`config.mk`:
```
export PLATFORM = sky130hd
export DESIGN_NAME = btn_cond_flat
export DESIGN_NICKNAME = d
export VERILOG_FILES = /design/src/rtl/frog_pkg.sv /design/src/rtl/btn_cond_if.sv /design/src/rtl/btn_debounce.sv /design/src/rtl/btn_cond.sv /design/src/flat_wrapper.sv
export SDC_FILE = /design/constraint.sdc
export NUM_CORES = 1
export LEC_CHECK = 0
export BUFFER_PORTS_ARGS = -buffer_cell sky130_fd_sc_hd__buf_2
export CAP_MARGIN = 30
export CORE_MARGIN = 10
export CORE_UTILIZATION = 45
export CTS_CLUSTER_SIZE = 28
export DETAILED_ROUTE_END_ITERATION = 6
export GPL_ROUTABILITY_DRIVEN = 0
export GPL_TIMING_DRIVEN = 0
export PLACE_DENSITY = 0.7
export REMOVE_ABC_BUFFERS = 1
export SETUP_SLACK_MARGIN = 0.5
export SLEW_MARGIN = 5
export SYNTH_ARGS = -nofsm -noshare
export SYNTH_HDL_FRONTEND = slang
export SYNTH_SLANG_ARGS = --single-unit
export TNS_END_PERCENT = 30
```
`constraint.sdc`:
```
create_clock -name i_clk -period 9.9 [get_ports i_clk]
set_input_delay 2.475 -clock i_clk [delete_from_list [all_inputs] [get_ports i_clk]]
set_output_delay 2.475 -clock i_clk [all_outputs]
set_load 0.02 [all_outputs]
```
`src/rtl/frog_pkg.sv`:
```
// Shared definitions for the frog button path.
//
// Holds the direction bit order used by the button conditioner and by the
// frog movement block, the default debounce length, and the function that
// cancels opposing move requests.
//
// Contents:
//   NUM_DIRS           number of direction buttons (4)
//   DIR_UP..DIR_RIGHT  bit index of each direction in every 4-bit mask
//   DB_CYCLES_DEFAULT  stable cycles needed to accept a level (10 ms @ 100 MHz)
//   dir_mask_t         one bit per direction
//   resolveMoves()     drops both bits of an opposing pair

package frog_pkg;

  localparam int NUM_DIRS  = 4;

  localparam int DIR_UP    = 0;
  localparam int DIR_DOWN  = 1;
  localparam int DIR_LEFT  = 2;
  localparam int DIR_RIGHT = 3;

  localparam int DB_CYCLES_DEFAULT = 1000000;

  typedef logic [NUM_DIRS-1:0] dir_mask_t;

  // Up+down cancels to nothing, as does left+right. The two axes are
  // independent, so a diagonal request (e.g. up+left) passes through whole.
  function automatic dir_mask_t resolveMoves(input dir_mask_t req);
    dir_mask_t res;
    res = req;
    if (req[DIR_UP] && req[DIR_DOWN]) begin
      res[DIR_UP]   = 1'b0;
      res[DIR_DOWN] = 1'b0;
    end
    if (req[DIR_LEFT] && req[DIR_RIGHT]) begin
      res[DIR_LEFT]  = 1'b0;
      res[DIR_RIGHT] = 1'b0;
    end
    return res;
  endfunction

endpackage

```
`src/rtl/btn_cond_if.sv`:
```
// Button conditioner bus.
//
// Groups the per-frame button signals between the board/timing side and the
// conditioner so both ends agree on the direction bit order.
//
// Signals:
//   i_btn      raw asynchronous buttons, one bit per direction
//   i_animate  one-cycle end-of-frame strobe
//   i_freeze   discards all move requests while high
//   o_move     one-cycle move pulses, the cycle after a strobe
//   o_level    debounced pressed level, active-high
//
// Modports:
//   master  drives the inputs, observes the outputs (board side / bench)
//   slave   the conditioner itself

interface btn_cond_if;
  import frog_pkg::*;

  dir_mask_t i_btn;
  logic      i_animate;
  logic      i_freeze;
  dir_mask_t o_move;
  dir_mask_t o_level;

  modport master (
    output i_btn,
    output i_animate,
    output i_freeze,
    input  o_move,
    input  o_level
  );

  modport slave (
    input  i_btn,
    input  i_animate,
    input  i_freeze,
    output o_move,
    output o_level
  );

endinterface

```
`src/rtl/btn_debounce.sv`:
```
// Single-button synchroniser and debouncer.
//
// Brings one raw button into the clock domain, normalises it to active-high,
// and only accepts a level change once the synced input has disagreed with
// the current level for DB_CYCLES consecutive cycles. A 0->1 change of the
// accepted level is reported as a one-cycle press event in the same cycle the
// level register updates, so a strobe in that cycle can include it.
//
// Optional feature (macro BTN_REPEAT_EN): while the level is held, count
// frame strobes and emit synthetic press events after REPEAT_DELAY strobes,
// then every REPEAT_FRAMES strobes.
//
// Ports:
//   i_clk, i_rst  clock, asynchronous active-high reset
//   i_btn         raw button pin
//   i_animate     frame strobe            (BTN_REPEAT_EN only)
//   i_freeze      clears the repeat count (BTN_REPEAT_EN only)
//   o_level       debounced pressed level
//   o_event       press event (plus repeat events with BTN_REPEAT_EN)

module btn_debounce
  import frog_pkg::*;
#(
  parameter int DB_CYCLES  = DB_CYCLES_DEFAULT,
  parameter bit ACTIVE_LOW = 1'b1
`ifdef BTN_REPEAT_EN
  ,
  parameter int REPEAT_DELAY  = 20,
  parameter int REPEAT_FRAMES = 6
`endif
) (
  input  logic i_clk,
  input  logic i_rst,
  input  logic i_btn,
`ifdef BTN_REPEAT_EN
  input  logic i_animate,
  input  logic i_freeze,
`endif
  output logic o_level,
  output logic o_event
);

  localparam int              CntW        = $clog2(DB_CYCLES);
  localparam logic [CntW-1:0] CntMax      = CntW'(DB_CYCLES - 1);
  localparam logic            RawReleased = ACTIVE_LOW;

  logic            sync1_q;
  logic            sync2_q;
  logic            pressed;
  logic [CntW-1:0] cnt_q;
  logic [CntW-1:0] cnt_d;
  logic            level_q;
  logic            level_d;
  logic            settled;
  logic            pressEvent;

  // Two-flop synchroniser. Both stages reset to the released pin value so
  // leaving reset never looks like a press.
  always_ff @(posedge i_clk or posedge i_rst) begin
    if (i_rst) begin
      sync1_q <= RawReleased;
      sync2_q <= RawReleased;
    end else begin
      sync1_q <= i_btn;
      sync2_q <= sync1_q;
    end
  end

  assign pressed = sync2_q ^ ACTIVE_LOW;

  // Any agreement with the current level restarts the count, so only an
  // uninterrupted run of DB_CYCLES disagreeing samples flips the level.
  always_comb begin
    cnt_d   = cnt_q;
    level_d = level_q;
    settled = 1'b0;
    if (pressed == level_q) begin
      cnt_d = '0;
    end else if (cnt_q == CntMax) begin
      cnt_d   = '0;
      level_d = ~level_q;
      settled = 1'b1;
    end else begin
      cnt_d = cnt_q + 1'b1;
    end
  end

  always_ff @(posedge i_clk or posedge i_rst) begin
    if (i_rst) begin
      cnt_q   <= '0;
      level_q <= 1'b0;
    end else begin
      cnt_q   <= cnt_d;
      level_q <= level_d;
    end
  end

  // Only the release->press transition is an event; releases are silent.
  assign pressEvent = settled & ~level_q;
  assign o_level    = level_q;

`ifdef BTN_REPEAT_EN
  localparam int RptMax = (REPEAT_DELAY > REPEAT_FRAMES) ? REPEAT_DELAY : REPEAT_FRAMES;
  localparam int RptW   = $clog2(RptMax + 1);

  logic [RptW-1:0] rpt_q;
  logic [RptW-1:0] rpt_d;
  logic [RptW-1:0] rptInc;
  logic            armed_q;
  logic            armed_d;
  logic            rptEvent;

  assign rptInc = rpt_q + 1'b1;

  // Strobes counted while held. Before the first repeat the target is
  // REPEAT_DELAY; once armed the count restarts and targets REPEAT_FRAMES.
  // The counter wraps at its target, so it never exceeds RptMax.
  always_comb begin
    rpt_d    = rpt_q;
    armed_d  = armed_q;
    rptEvent = 1'b0;
    if (!level_q || i_freeze) begin
      rpt_d   = '0;
      armed_d = 1'b0;
    end else if (i_animate) begin
      if (!armed_q && (rptInc == RptW'(REPEAT_DELAY))) begin
        rptEvent = 1'b1;
        armed_d  = 1'b1;
        rpt_d    = '0;
      end else if (armed_q && (rptInc == RptW'(REPEAT_FRAMES))) begin
        rptEvent = 1'b1;
        rpt_d    = '0;
      end else begin
        rpt_d = rptInc;
      end
    end
  end

  always_ff @(posedge i_clk or posedge i_rst) begin
    if (i_rst) begin
      rpt_q   <= '0;
      armed_q <= 1'b0;
    end else begin
      rpt_q   <= rpt_d;
      armed_q <= armed_d;
    end
  end

  assign o_event = pressEvent | rptEvent;
`else
  assign o_event = pressEvent;
`endif

endmodule

```
`src/rtl/btn_cond.sv`:
```
// Frog direction button conditioner (top level).
//
// Debounces the four direction buttons and converts presses into move
// requests that are held pending until the next end-of-frame strobe, so the
// frog steps at most once per direction per frame. On a strobe the pending
// set (plus any press completing in that very cycle) is resolved for
// opposing directions and issued as a registered one-cycle move pulse.
// Freeze discards everything pending and suppresses moves while the
// debounced levels keep tracking.
//
// Optional feature (macro BTN_REPEAT_EN): held buttons auto-repeat, see
// btn_debounce.
//
// Ports:
//   i_clk  system clock (100 MHz)
//   i_rst  asynchronous active-high reset
//   bus    btn_cond_if.slave: i_btn, i_animate, i_freeze in; o_move, o_level out

module btn_cond
  import frog_pkg::*;
#(
  parameter int DB_CYCLES     = DB_CYCLES_DEFAULT,
  parameter bit ACTIVE_LOW    = 1'b1,
  parameter int REPEAT_DELAY  = 20,
  parameter int REPEAT_FRAMES = 6
) (
  input  logic        i_clk,
  input  logic        i_rst,
  btn_cond_if.slave   bus
);

  dir_mask_t level;
  dir_mask_t pressEvt;
  dir_mask_t pend_q;
  dir_mask_t pend_d;
  dir_mask_t move_q;
  dir_mask_t move_d;

  for (genvar g = 0; g < NUM_DIRS; g++) begin : g_btn
    btn_debounce #(
      .DB_CYCLES     (DB_CYCLES),
      .ACTIVE_LOW    (ACTIVE_LOW)
`ifdef BTN_REPEAT_EN
      ,
      .REPEAT_DELAY  (REPEAT_DELAY),
      .REPEAT_FRAMES (REPEAT_FRAMES)
`endif
    ) u_debounce (
      .i_clk     (i_clk),
      .i_rst     (i_rst),
      .i_btn     (bus.i_btn[g]),
`ifdef BTN_REPEAT_EN
      .i_animate (bus.i_animate),
      .i_freeze  (bus.i_freeze),
`endif
      .o_level   (level[g]),
      .o_event   (pressEvt[g])
    );
  end

  // Strobe: issue everything pending plus same-cycle presses, then start the
  // next frame empty. Between strobes presses accumulate, so repeated presses
  // of one button within a frame collapse into a single move.
  always_comb begin
    pend_d = pend_q;
    move_d = '0;
    if (bus.i_freeze) begin
      pend_d = '0;
    end else if (bus.i_animate) begin
      move_d = resolveMoves(pend_q | pressEvt);
      pend_d = '0;
    end else begin
      pend_d = pend_q | pressEvt;
    end
  end

  always_ff @(posedge i_clk or posedge i_rst) begin
    if (i_rst) begin
      pend_q <= '0;
      move_q <= '0;
    end else begin
      pend_q <= pend_d;
      move_q <= move_d;
    end
  end

  assign bus.o_move  = move_q;
  assign bus.o_level = level;

endmodule

```
`src/flat_wrapper.sv`:
```
// flat-port wrapper written by rule: the top's interface ports become plain ports
module btn_cond_flat import frog_pkg::*;
#(
  parameter int DB_CYCLES     = DB_CYCLES_DEFAULT,
  parameter bit ACTIVE_LOW    = 1'b1,
  parameter int REPEAT_DELAY  = 20,
  parameter int REPEAT_FRAMES = 6
)
  (i_clk, i_rst, bus_i_btn, bus_i_animate, bus_i_freeze, bus_o_move, bus_o_level);
  btn_cond_if bus_i ();
  input  logic i_clk;
  input  logic i_rst;
  input wire logic [$bits(bus_i.i_btn)-1:0] bus_i_btn;
  input wire logic [$bits(bus_i.i_animate)-1:0] bus_i_animate;
  input wire logic [$bits(bus_i.i_freeze)-1:0] bus_i_freeze;
  output wire logic [$bits(bus_i.o_move)-1:0] bus_o_move;
  output wire logic [$bits(bus_i.o_level)-1:0] bus_o_level;
  assign bus_i.i_btn = bus_i_btn;
  assign bus_i.i_animate = bus_i_animate;
  assign bus_i.i_freeze = bus_i_freeze;
  assign bus_o_move = bus_i.o_move;
  assign bus_o_level = bus_i.o_level;
  btn_cond #(.DB_CYCLES(DB_CYCLES), .ACTIVE_LOW(ACTIVE_LOW), .REPEAT_DELAY(REPEAT_DELAY), .REPEAT_FRAMES(REPEAT_FRAMES)) u_core (.i_clk(i_clk), .i_rst(i_rst), .bus(bus_i));
endmodule
```
==> results of run 1 <==
cells in the mapped netlist (2+ instances only):
library cell and instances:
nor3_1 12, nand2_1 24, o2bb2ai_1 2, clkbuf_1 2
nor2_1 76, inv_1 21, or3_1 14, o31ai_1 7
xor2_1 19, xnor2_1 36, buf_2 5, buf_4 6
or2_2 2, dfstp_2 8, nand3b_1 3, and2_1 4
nor4_1 17, nor3b_1 2, nand3_1 23, o21ai_0 13
and3_1 2, a31oi_1 3, ha_1 4, dfrtp_1 92
mux2i_1 3, a21oi_1 19, nor4b_1 2, nand4_1 19
or4_1 7, and4_1 9
cell type report:
class                      instances  area share
clock buffer                       9      0.0242
clock inverter                     7      0.0117
inverter                          21      0.0159
multi-input combinational        335       0.401
sequential                       100       0.491
tap                              136      0.0333
timing repair buffer              17      0.0223
where the power goes:
part           leakage, nW  total [mW]  internal (mW)  switching (mW)
clock network       0.0897       0.246         0.0958           0.151
logic                0.603      0.0254        0.00740          0.0180
registers             1.36       0.420          0.415         0.00518
worst paths after layout:
| kind | to | cells past startpoint |
|---|---|---|
| setup reg to reg | u_core.g_btn[2].u_debounce.cnt_q[7]$_DFF_PP0_ | 5 |
| max in group asynchronous | u_core.g_btn[3].u_debounce.sync1_q$_DFF_PP1_ | 3 |
| min in group asynchronous | u_core.g_btn[2].u_debounce.cnt_q[13]$_DFF_PP0_ | 2 |
| hold / removal | u_core.g_btn[3].u_debounce.sync2_q$_DFF_PP1_ | 0 |
| hold reg to reg | u_core.g_btn[3].u_debounce.sync2_q$_DFF_PP1_ | 0 |
| setup / recovery | bus_o_level[2] | 1 |
per-layer routing:
metal	track usage	vias to the layer above	share of wire
met2	0.195	29	0.48
met4	0.0508	0	0.014
li1	-	1676	-
met3	0.0331	10	0.026
met1	0.150	1625	0.48
met5	0	-	0
state kept, by name (all words and copies together), names as in the netlist:
register                         cells
u_core.pend_q                        4
u_core.g_btn.u_debounce.o_level      4
u_core.g_btn.u_debounce.sync1_q      4
u_core.g_btn.u_debounce.sync2_q      4
u_core.g_btn.u_debounce.cnt_q       80
u_core.bus.o_move                    4
cell families (layout without fill, tap and decap cells):
family                   Yosys count  after routing
AO/OA/AOI/OAI                     49             49
XOR/XNOR                          55             55
adder cells (fa/ha/maj)            4              4
AND/OR/NAND/NOR                  224            224
flip-flops                       100            100
buffers and inverters             35             54
multiplexers                       3              3
==> flow_metrics.env, run 1 <==
export IMPL_outcome="finished, final reports clean"
export IMPL_fmax_mhz=287
export IMPL_drive_gt1_frac=0.102
export IMPL_fin_crit_sh=0.352
export IMPL_drc_errors=0
export IMPL_cp_start_kind="flip-flop"
export IMPL_min_path_type="flip-flop to flip-flop"
export IMPL_synth_mux_area_fraction=0.00637
export IMPL_cts_tree="done"
export IMPL_vias_per_cell=5.34
export IMPL_arrival_ns=1.01
export IMPL_worstPathCellList="buf_2"
export IMPL_slowest_stage="dfrtp_1"
export IMPL_num_rows=37
export IMPL_firstDrtPassIters=4
export IMPL_ioPinCount=16
export IMPL_first_global_vias=3391
export IMPL_finalSetupTns_ns=0
export IMPL_setup_viol=0
export IMPL_ir_drop_mv=0.0807
export IMPL_min_from="u_core.g_btn[3].u_debounce.sync1_q$_DFF_PP1_"
export IMPL_fin_ws_ns=6.41
export IMPL_grt_pass1_wl_um=15000
export IMPL_synth_area_leader_cell="dfrtp_1"
export IMPL_rsz0062_at_grt="false"
export IMPL_crit_family="flip-flops"
export IMPL_syn_area_um2=4710
export IMPL_antenna_found_initial=0
export IMPL_cts_repair_resized=0
export IMPL_cts_root_buf="clkbuf_8"
export IMPL_critPathLaunch="u_core.g_btn[2].u_debounce.o_level$_DFFE_PP0N_"
export IMPL_dieArea_um2=15000
export IMPL_p_per_area_nw_per_um2=135
export IMPL_die_h_um=122
export IMPL_yosysSeqAreaShare=0.533
export IMPL_cts_sinks=100
export IMPL_maxSlewViolCount=0
export IMPL_clkTransAtPathRegs_ns=0.10
export IMPL_cts_setup_buffers=0
export IMPL_critPathMaxFanout=4
export IMPL_fin_crit_ns=3.49
export IMPL_area_growth_pct=8.52
export IMPL_vias=3340
export IMPL_postRouteAntennaNets=0
export IMPL_final_cells=625
export IMPL_r2r_start="u_core.g_btn[2].u_debounce.cnt_q[12]$_DFF_PP0_"
export IMPL_worst_slew_margin_rel=0.440
export IMPL_synth_xor_area_share=0.102
export IMPL_maxCapViolCount=0
export IMPL_utilization=0.498
export IMPL_end_kind="output port"
export IMPL_synth_seq_cells=100
export IMPL_h_tree_depth=3
export IMPL_synth_fa_ha_area_frac=0.0106
export IMPL_crit_buf_inv=1
export IMPL_synth_cell_type_count=44
export IMPL_fillerInstances=992
export IMPL_ys_flop_type="dfrtp_1"
export IMPL_start_util=0.458
export IMPL_syn_inst=470
export IMPL_port_buffer_count=15
export IMPL_syn_avg_cell_area_um2=10.0
export IMPL_seqCellArea_um2=2510
export IMPL_multi_input_area_um2=2050
export IMPL_core_area_um2=10300
export IMPL_dp_final_hpwl_um=5920
export IMPL_r2r_slack_ns=7.47
export IMPL_dpl_worst_slack_ns=6.57
export IMPL_tightestPinTransition_ns=0.835
export IMPL_grt_overflow_total=0
export IMPL_synth_top_family_by_area="simple AND/OR/NAND/NOR gates"
export IMPL_hold_violations=0
export IMPL_clock_skew_ns=0.00571
export IMPL_synth_area_leaders="dfrtp_1 (49%), xnor2_1 (6.7%), nor2_1 (6.1%)"
export IMPL_wl_um=8510
export IMPL_layout_common_cells="dfrtp_1 (92), nor2_1 (76), xnor2_1 (36)"
export IMPL_cts_buffer_depth=2
export IMPL_clkLatencyLatePin_ns=0.37
export IMPL_postLayoutCellArea_um2=5110
export IMPL_hold_ws_ns=0.355
export IMPL_synth_top_cell_area_share=0.489
export IMPL_fin_nets=496
export IMPL_crit_required_ns=7.43
export IMPL_path_class="flip-flop to output port"
export IMPL_p_leak_nw=2.05
export IMPL_place_area_um2=4930
export IMPL_wl_per_cell_um=13.6
export IMPL_synth_edff_count=0
export IMPL_drt_iter0_markers=202
export IMPL_cts_hold_buf=0
export IMPL_insertedDiodeCount=0
export IMPL_slowest_delay_ns=0.44
export IMPL_dp_cells=609
export IMPL_grt_max_degree=55
export IMPL_final_common_cell="dfrtp_1"
export IMPL_fp_dieW_um=122
export IMPL_finalPower_uw=692
export IMPL_synthArstFlopShare=1.00
export IMPL_synth_warnings=0
export IMPL_track_usage=0.121
export IMPL_synth_compound_area_frac=0.0613
export IMPL_synthSimpleGateAreaFrac=0.252
export IMPL_cts_made_buffers=9
(Power assumes the default switching activity.)
==> inputs of run 2 (changes only) <==
- PLACE_DENSITY: 0.7 -> 0.72
- clock period: 9.9 -> 3.06 ns (I/O delays scaled with it)
==> run 2 against run 1 <==
Clock power grew to 3.7 times the previous value. Final area is 0.83% higher. Critical path depth is 4 higher. Global-route usage is 0.13 points lower. Power grew to 3.4 times the previous value. Core utilization is 0.41 points higher. Via count is 0.30% lower. Routed wire length is 0.65% higher. Count of clock-buffer cells in the layout stayed put. Largest cell class unchanged.
==> flow_metrics.env, run 2 (synthesis gave the netlist of run 1 again) <==
export IMPL_p_seq_frac=0.575
export IMPL_core_area_um2=10300
export IMPL_die_h_um=122
export IMPL_clock_skew_ns=0.0137
export IMPL_port_buffer_count=15
export IMPL_hold_violations=0
export IMPL_postRouteAntennaNets=0
export IMPL_worst_slew_margin_rel=0.436
export IMPL_clkPwrFrac=0.389
export IMPL_rr_endpoint="u_core.g_btn[2].u_debounce.cnt_q[16]$_DFF_PP0_"
export IMPL_outcome="finished, final reports clean"
export IMPL_fmax_mhz=419
export IMPL_cts_sinks=100
export IMPL_fin_crit_sh=0.781
export IMPL_drive_gt1_frac=0.102
export IMPL_fin_crit_ns=2.39
export IMPL_cts_made_buffers=9
export IMPL_num_rows=37
export IMPL_r2r_cells=5
export IMPL_netSwitchingPower_uw=532
export IMPL_h_tree_depth=3
export IMPL_fin_ws_ns=0.671
export IMPL_p_comb_frac=0.036
export IMPL_drt_iter0_markers=202
export IMPL_ir_drop_mv=0.280
export IMPL_fp_dieW_um=122
export IMPL_vias_per_cell=5.32
export IMPL_cts_setup_buffers=0
export IMPL_grt_overflow_total=0
export IMPL_path_class="flip-flop to flip-flop"
export IMPL_clkTransAtPathRegs_ns=0.10
export IMPL_grt_pass1_wl_um=15200
export IMPL_utilization=0.502
export IMPL_dieArea_um2=15000
export IMPL_grt_max_degree=57
export IMPL_antenna_found_initial=0
export IMPL_maxCapViolCount=0
export IMPL_worstPathCellList="or4b_1 > or4_4 > o21ai_1 > buf_6 > a21oi_1"
export IMPL_r2r_slack_ns=0.67
export IMPL_dp_final_hpwl_um=5960
export IMPL_firstDrtPassIters=4
export IMPL_dpl_worst_slack_ns=0.679
export IMPL_p_per_area_nw_per_um2=459
export IMPL_cts_hold_buf=0
export IMPL_first_global_vias=3313
export IMPL_fin_nets=497
export IMPL_cts_buffer_depth=2
export IMPL_cts_repair_resized=0
export IMPL_slowest_delay_ns=0.55
export IMPL_slowest_stage="o21ai_1"
export IMPL_top_register="u_core.g_btn.u_debounce.cnt_q"
export IMPL_fillerInstances=932
export IMPL_cp_start_kind="flip-flop"
export IMPL_layout_common_cells="dfrtp_1 (92), nor2_1 (76), xnor2_1 (36)"
export IMPL_r2r_start="u_core.g_btn[2].u_debounce.cnt_q[12]$_DFF_PP0_"
export IMPL_tightestPinTransition_ns=0.841
export IMPL_p_leak_nw=2.08
export IMPL_area_growth_pct=9.43
export IMPL_critPathMaxFanout=12
export IMPL_start_util=0.458
export IMPL_ioPinCount=16
export IMPL_end_kind="flip-flop"
export IMPL_final_common_cell="dfrtp_1"
export IMPL_rsz0062_at_grt="false"
export IMPL_drc_errors=0
export IMPL_min_path_type="flip-flop to flip-flop"
export IMPL_clkLatencyLatePin_ns=0.35
export IMPL_crit_required_ns=3.30
export IMPL_min_to="u_core.g_btn[2].u_debounce.sync2_q$_DFF_PP1_"
export IMPL_min_path_cells=0
export IMPL_vias=3330
export IMPL_maxSlewViolCount=0
export IMPL_wl_per_cell_um=13.7
export IMPL_wl_um=8560
export IMPL_p_int_mw=1.83
export IMPL_largest_reg_flops=80
export IMPL_setup_viol=0
export IMPL_arrival_ns=2.63
export IMPL_insertedDiodeCount=0
export IMPL_cts_tree="done"
export IMPL_min_from="u_core.g_btn[2].u_debounce.sync1_q$_DFF_PP1_"
export IMPL_cts_root_buf="clkbuf_8"
export IMPL_switching_share=0.225
export IMPL_track_usage=0.120
==> run 2: cell types whose count changed in the layout (fill, tap and decap cells not counted), sizes merged <==
cell,before,now
inv,24,23
clkinvlp,2,1
buf,17,18
bufinv,0,2
==> run 2: area by class of cell <==
class,instances,area (um^2),share of cell area
sequential,100,2510,0.487
timing repair buffer,18,125,0.0243
clock buffer,9,124,0.0240
tap,136,170,0.0330
clock inverter,7,97.6,0.0189
multi-input combinational,335,2050,0.397
inverter,21,81.3,0.0158
==> run 2: worst max-delay path, delay by kind of cell (launching register included) <==
kind,cells,cell delay [ns]
buffers and inverters,1,0.23
AND/OR/NAND/NOR,2,1.01
AO/OA/AOI/OAI,2,0.60
flip-flops,1,0.43
==> run 2: power groups by stage <==
| stage | combinational [mW] | clock, mW | sequential [mW] |
|---|---|---|---|
| after CTS | 0.0879 | 0.956 | 1.36 |
| after detailed placement | 0.0874 | 0 | 1.39 |
| final | 0.0846 | 0.921 | 1.36 |
| after global routing | 0.0995 | 1.00 | 1.36 |
| after global placement | 0.0772 | 0 | 1.39 |
| after floorplan | 0.0558 | 0 | 1.38 |
==> run 2: through the flow <==
step           hold slack, ns  total power, mW  instance area (um^2)  TNS [ns]  cells
2_1_floorplan           0.345             1.44                  4630    -28.57    456
3_3_place_gp            0.346             1.46                  4880   -133.77    607
3_5_place_dp            0.349             1.47                  4930         0    610
4_1_cts                 0.355             2.40                  5160         0    626
5_1_grt                 0.362             2.46                  5160         0    626
6_report                0.364             2.37                  5160         0    626
==> run 2: how the worst max path moves through the flow <==
stage / start / endpoint / cells after the start
2_1_floorplan: i_rst / u_core.bus.o_move[0]$_DFF_PP0_ / 1
3_3_place_gp: i_rst / u_core.g_btn[3].u_debounce.cnt_q[17]$_DFF_PP0_ / 2
5_1_grt: u_core.g_btn[0].u_debounce.cnt_q[0]$_DFF_PP0_ / u_core.g_btn[0].u_debounce.cnt_q[13]$_DFF_PP0_ / 6
4_1_cts: u_core.g_btn[2].u_debounce.cnt_q[12]$_DFF_PP0_ / u_core.g_btn[2].u_debounce.cnt_q[16]$_DFF_PP0_ / 5
3_5_place_dp: u_core.g_btn[2].u_debounce.cnt_q[12]$_DFF_PP0_ / u_core.g_btn[2].u_debounce.cnt_q[16]$_DFF_PP0_ / 5
6_report: u_core.g_btn[2].u_debounce.cnt_q[12]$_DFF_PP0_ / u_core.g_btn[2].u_debounce.cnt_q[16]$_DFF_PP0_ / 5
==> run 2: metal layers <==
| layer | global-route usage | up-vias | routed length, um |
|---|---|---|---|
| met2 | 0.197 | 37 | 4130 |
| met5 | 0 | - | 0 |
| li1 | - | 1677 | - |
| met3 | 0.0243 | 7 | 219 |
| met4 | 0.0339 | 0 | 79 |
| met1 | 0.157 | 1609 | 4140 |
==> inputs of run 3 (changes only) <==
- PLACE_DENSITY: 0.72 -> 0.7
- clock period: 3.06 -> 2.2 ns (I/O delays scaled with it)
==> run 3 against run 2 <==
Flip-flop and latch count did not move. Highest routed layer unchanged. Worst setup slack got worse by 0.51 ns. Maximum frequency rose by 17%. Largest power group unchanged. Power rose by 33%. Via count rose by 7.1%.
==> flow_metrics.env, run 3 (synthesis gave the netlist of run 1 again) <==
export IMPL_outcome="finished, final reports clean"
export IMPL_fillerInstances=922
export IMPL_ir_drop_mv=0.376
export IMPL_path_class="flip-flop to flip-flop"
export IMPL_crit_required_ns=2.51
export IMPL_area_growth_pct=18.6
export IMPL_largest_reg_flops=80
export IMPL_cts_made_buffers=9
export IMPL_vias=3568
export IMPL_hold_ws_ns=0.249
export IMPL_fp_dieW_um=122
export IMPL_maxCapViolCount=0
export IMPL_cts_hold_buf=0
export IMPL_cp_start_kind="flip-flop"
export IMPL_top_register="u_core.g_btn.u_debounce.cnt_q"
export IMPL_cts_buffer_depth=2
export IMPL_layout_common_cells="dfrtp_1 (85), nor2_1 (68), xnor2_1 (36)"
export IMPL_crit_family="simple AND/OR/NAND/NOR gates"
export IMPL_seqCellArea_um2=2520
export IMPL_end_kind="flip-flop"
export IMPL_die_h_um=122
export IMPL_slowest_delay_ns=0.55
export IMPL_drive_gt1_frac=0.226
export IMPL_postRouteAntennaNets=0
export IMPL_track_usage=0.128
export IMPL_crit_buf_inv=0
export IMPL_start_util=0.458
export IMPL_dieArea_um2=15000
export IMPL_clkLatencyLatePin_ns=0.37
export IMPL_p_per_area_nw_per_um2=565
export IMPL_cts_root_buf="clkbuf_8"
export IMPL_antenna_found_initial=0
export IMPL_min_path_type="input pin to asynchronous set/reset pin"
export IMPL_insertedDiodeCount=0
export IMPL_postLayoutCellArea_um2=5590
export IMPL_final_common_cell="dfrtp_1"
export IMPL_r2r_slack_ns=0.16
export IMPL_maxSlewViolCount=0
export IMPL_multi_input_area_um2=2320
export IMPL_final_cells=653
export IMPL_ioPinCount=16
export IMPL_setup_viol=0
export IMPL_wl_um=9720
export IMPL_place_area_um2=4930
export IMPL_finalPower_mw=3.15
export IMPL_fin_crit_ns=2.04
export IMPL_num_rows=37
export IMPL_clkTransAtPathRegs_ns=0.11
export IMPL_critPathMaxFanout=3
export IMPL_arrival_ns=2.35
export IMPL_drt_iter0_markers=206
export IMPL_dp_final_hpwl_um=5920
export IMPL_core_area_um2=10300
export IMPL_fin_ws_ns=0.160
export IMPL_fin_crit_sh=0.927
export IMPL_drc_errors=0
export IMPL_port_buffer_count=15
export IMPL_dp_cells=609
export IMPL_vias_per_cell=5.46
export IMPL_grt_max_degree=55
export IMPL_grt_overflow_total=0
export IMPL_worstPathCellList="or4b_4 > or4_4 > nor4_4 > o2111a_1"
export IMPL_finalSetupTns_ns=0
export IMPL_h_tree_depth=3
export IMPL_fmax_mhz=490
export IMPL_tightestPinTransition_ns=0.589
export IMPL_clock_skew_ns=0.00983
export IMPL_p_leak_nw=2.24
export IMPL_worst_slew_margin_rel=0.607
export IMPL_firstDrtPassIters=5
export IMPL_fin_nets=524
export IMPL_grt_pass1_wl_um=15800
export IMPL_wl_per_cell_um=14.9
export IMPL_first_global_vias=3468
export IMPL_utilization=0.544
export IMPL_hold_violations=0
export IMPL_cts_sinks=100
export IMPL_rsz0062_at_grt="true"
export IMPL_dpl_worst_slack_ns=-0.235
export IMPL_cts_tree="done"
export IMPL_slowest_stage="or4b_4"
==> run 3: cell types whose count changed in the layout (fill, tap and decap cells not counted), sizes merged <==
cell	previous run	this run
clkinvlp	1	2
inv	23	24
o2bb2ai	2	4
a21o	1	2
buf	18	42
bufinv	2	0
==> run 3: repair_timing <==
action,4_1_cts,5_1_grt
cloned,2,2
setup endpoints to repair,90,91
gates resized for setup,29,25
buffers inserted,7,17
pin swaps,13,11
==> run 3: worst reg2reg max path, cell delays in order (launching register included) <==
cell and delay [ns]:
dfrtp_1 0.40, or4b_4 0.55, or4_4 0.48, nor4_4 0.31, o2111a_1 0.24
==> run 3: final cells by class <==
class,count,area share
Clock buffer,9,0.0222
Clock inverter,7,0.0108
Inverter,21,0.0146
Multi-Input combinational cell,338,0.415
Sequential cell,100,0.451
Tap cell,136,0.0305
Timing Repair Buffer,42,0.0560
==> run 3: routing by layer <==
layer / global-route usage / part of all wire / routed length (um)
met5: 0 / 0 / 0
met3: 0.0340 / 0.036 / 349
met1: 0.163 / 0.46 / 4510
met4: 0.0530 / 0.0059 / 57
met2: 0.201 / 0.49 / 4800
==> run 3: final timing paths <==
check | cells after the start | from | to
max | 4 | u_core.g_btn[2].u_debounce.cnt_q[11]$_DFF_PP0_ | u_core.bus.o_move[2]$_DFF_PP0_
max reg2reg | 4 | u_core.g_btn[2].u_debounce.cnt_q[11]$_DFF_PP0_ | u_core.bus.o_move[2]$_DFF_PP0_
min reg2reg | 0 | u_core.g_btn[3].u_debounce.sync1_q$_DFF_PP1_ | u_core.g_btn[3].u_debounce.sync2_q$_DFF_PP1_
max in group asynchronous | 3 | i_rst | u_core.g_btn[3].u_debounce.sync1_q$_DFF_PP1_
min | 2 | i_rst | u_core.g_btn[2].u_debounce.cnt_q[13]$_DFF_PP0_
min in group i_clk | 1 | bus_i_btn[2] | u_core.g_btn[2].u_debounce.sync1_q$_DFF_PP1_
==> run 3: where the power goes <==
group / switching (mW) / leakage, nW / internal [mW]
clock network: 0.685 / 0.0897 / 0.431
registers: 0.0276 / 1.35 / 1.87
logic: 0.0944 / 0.807 / 0.0476
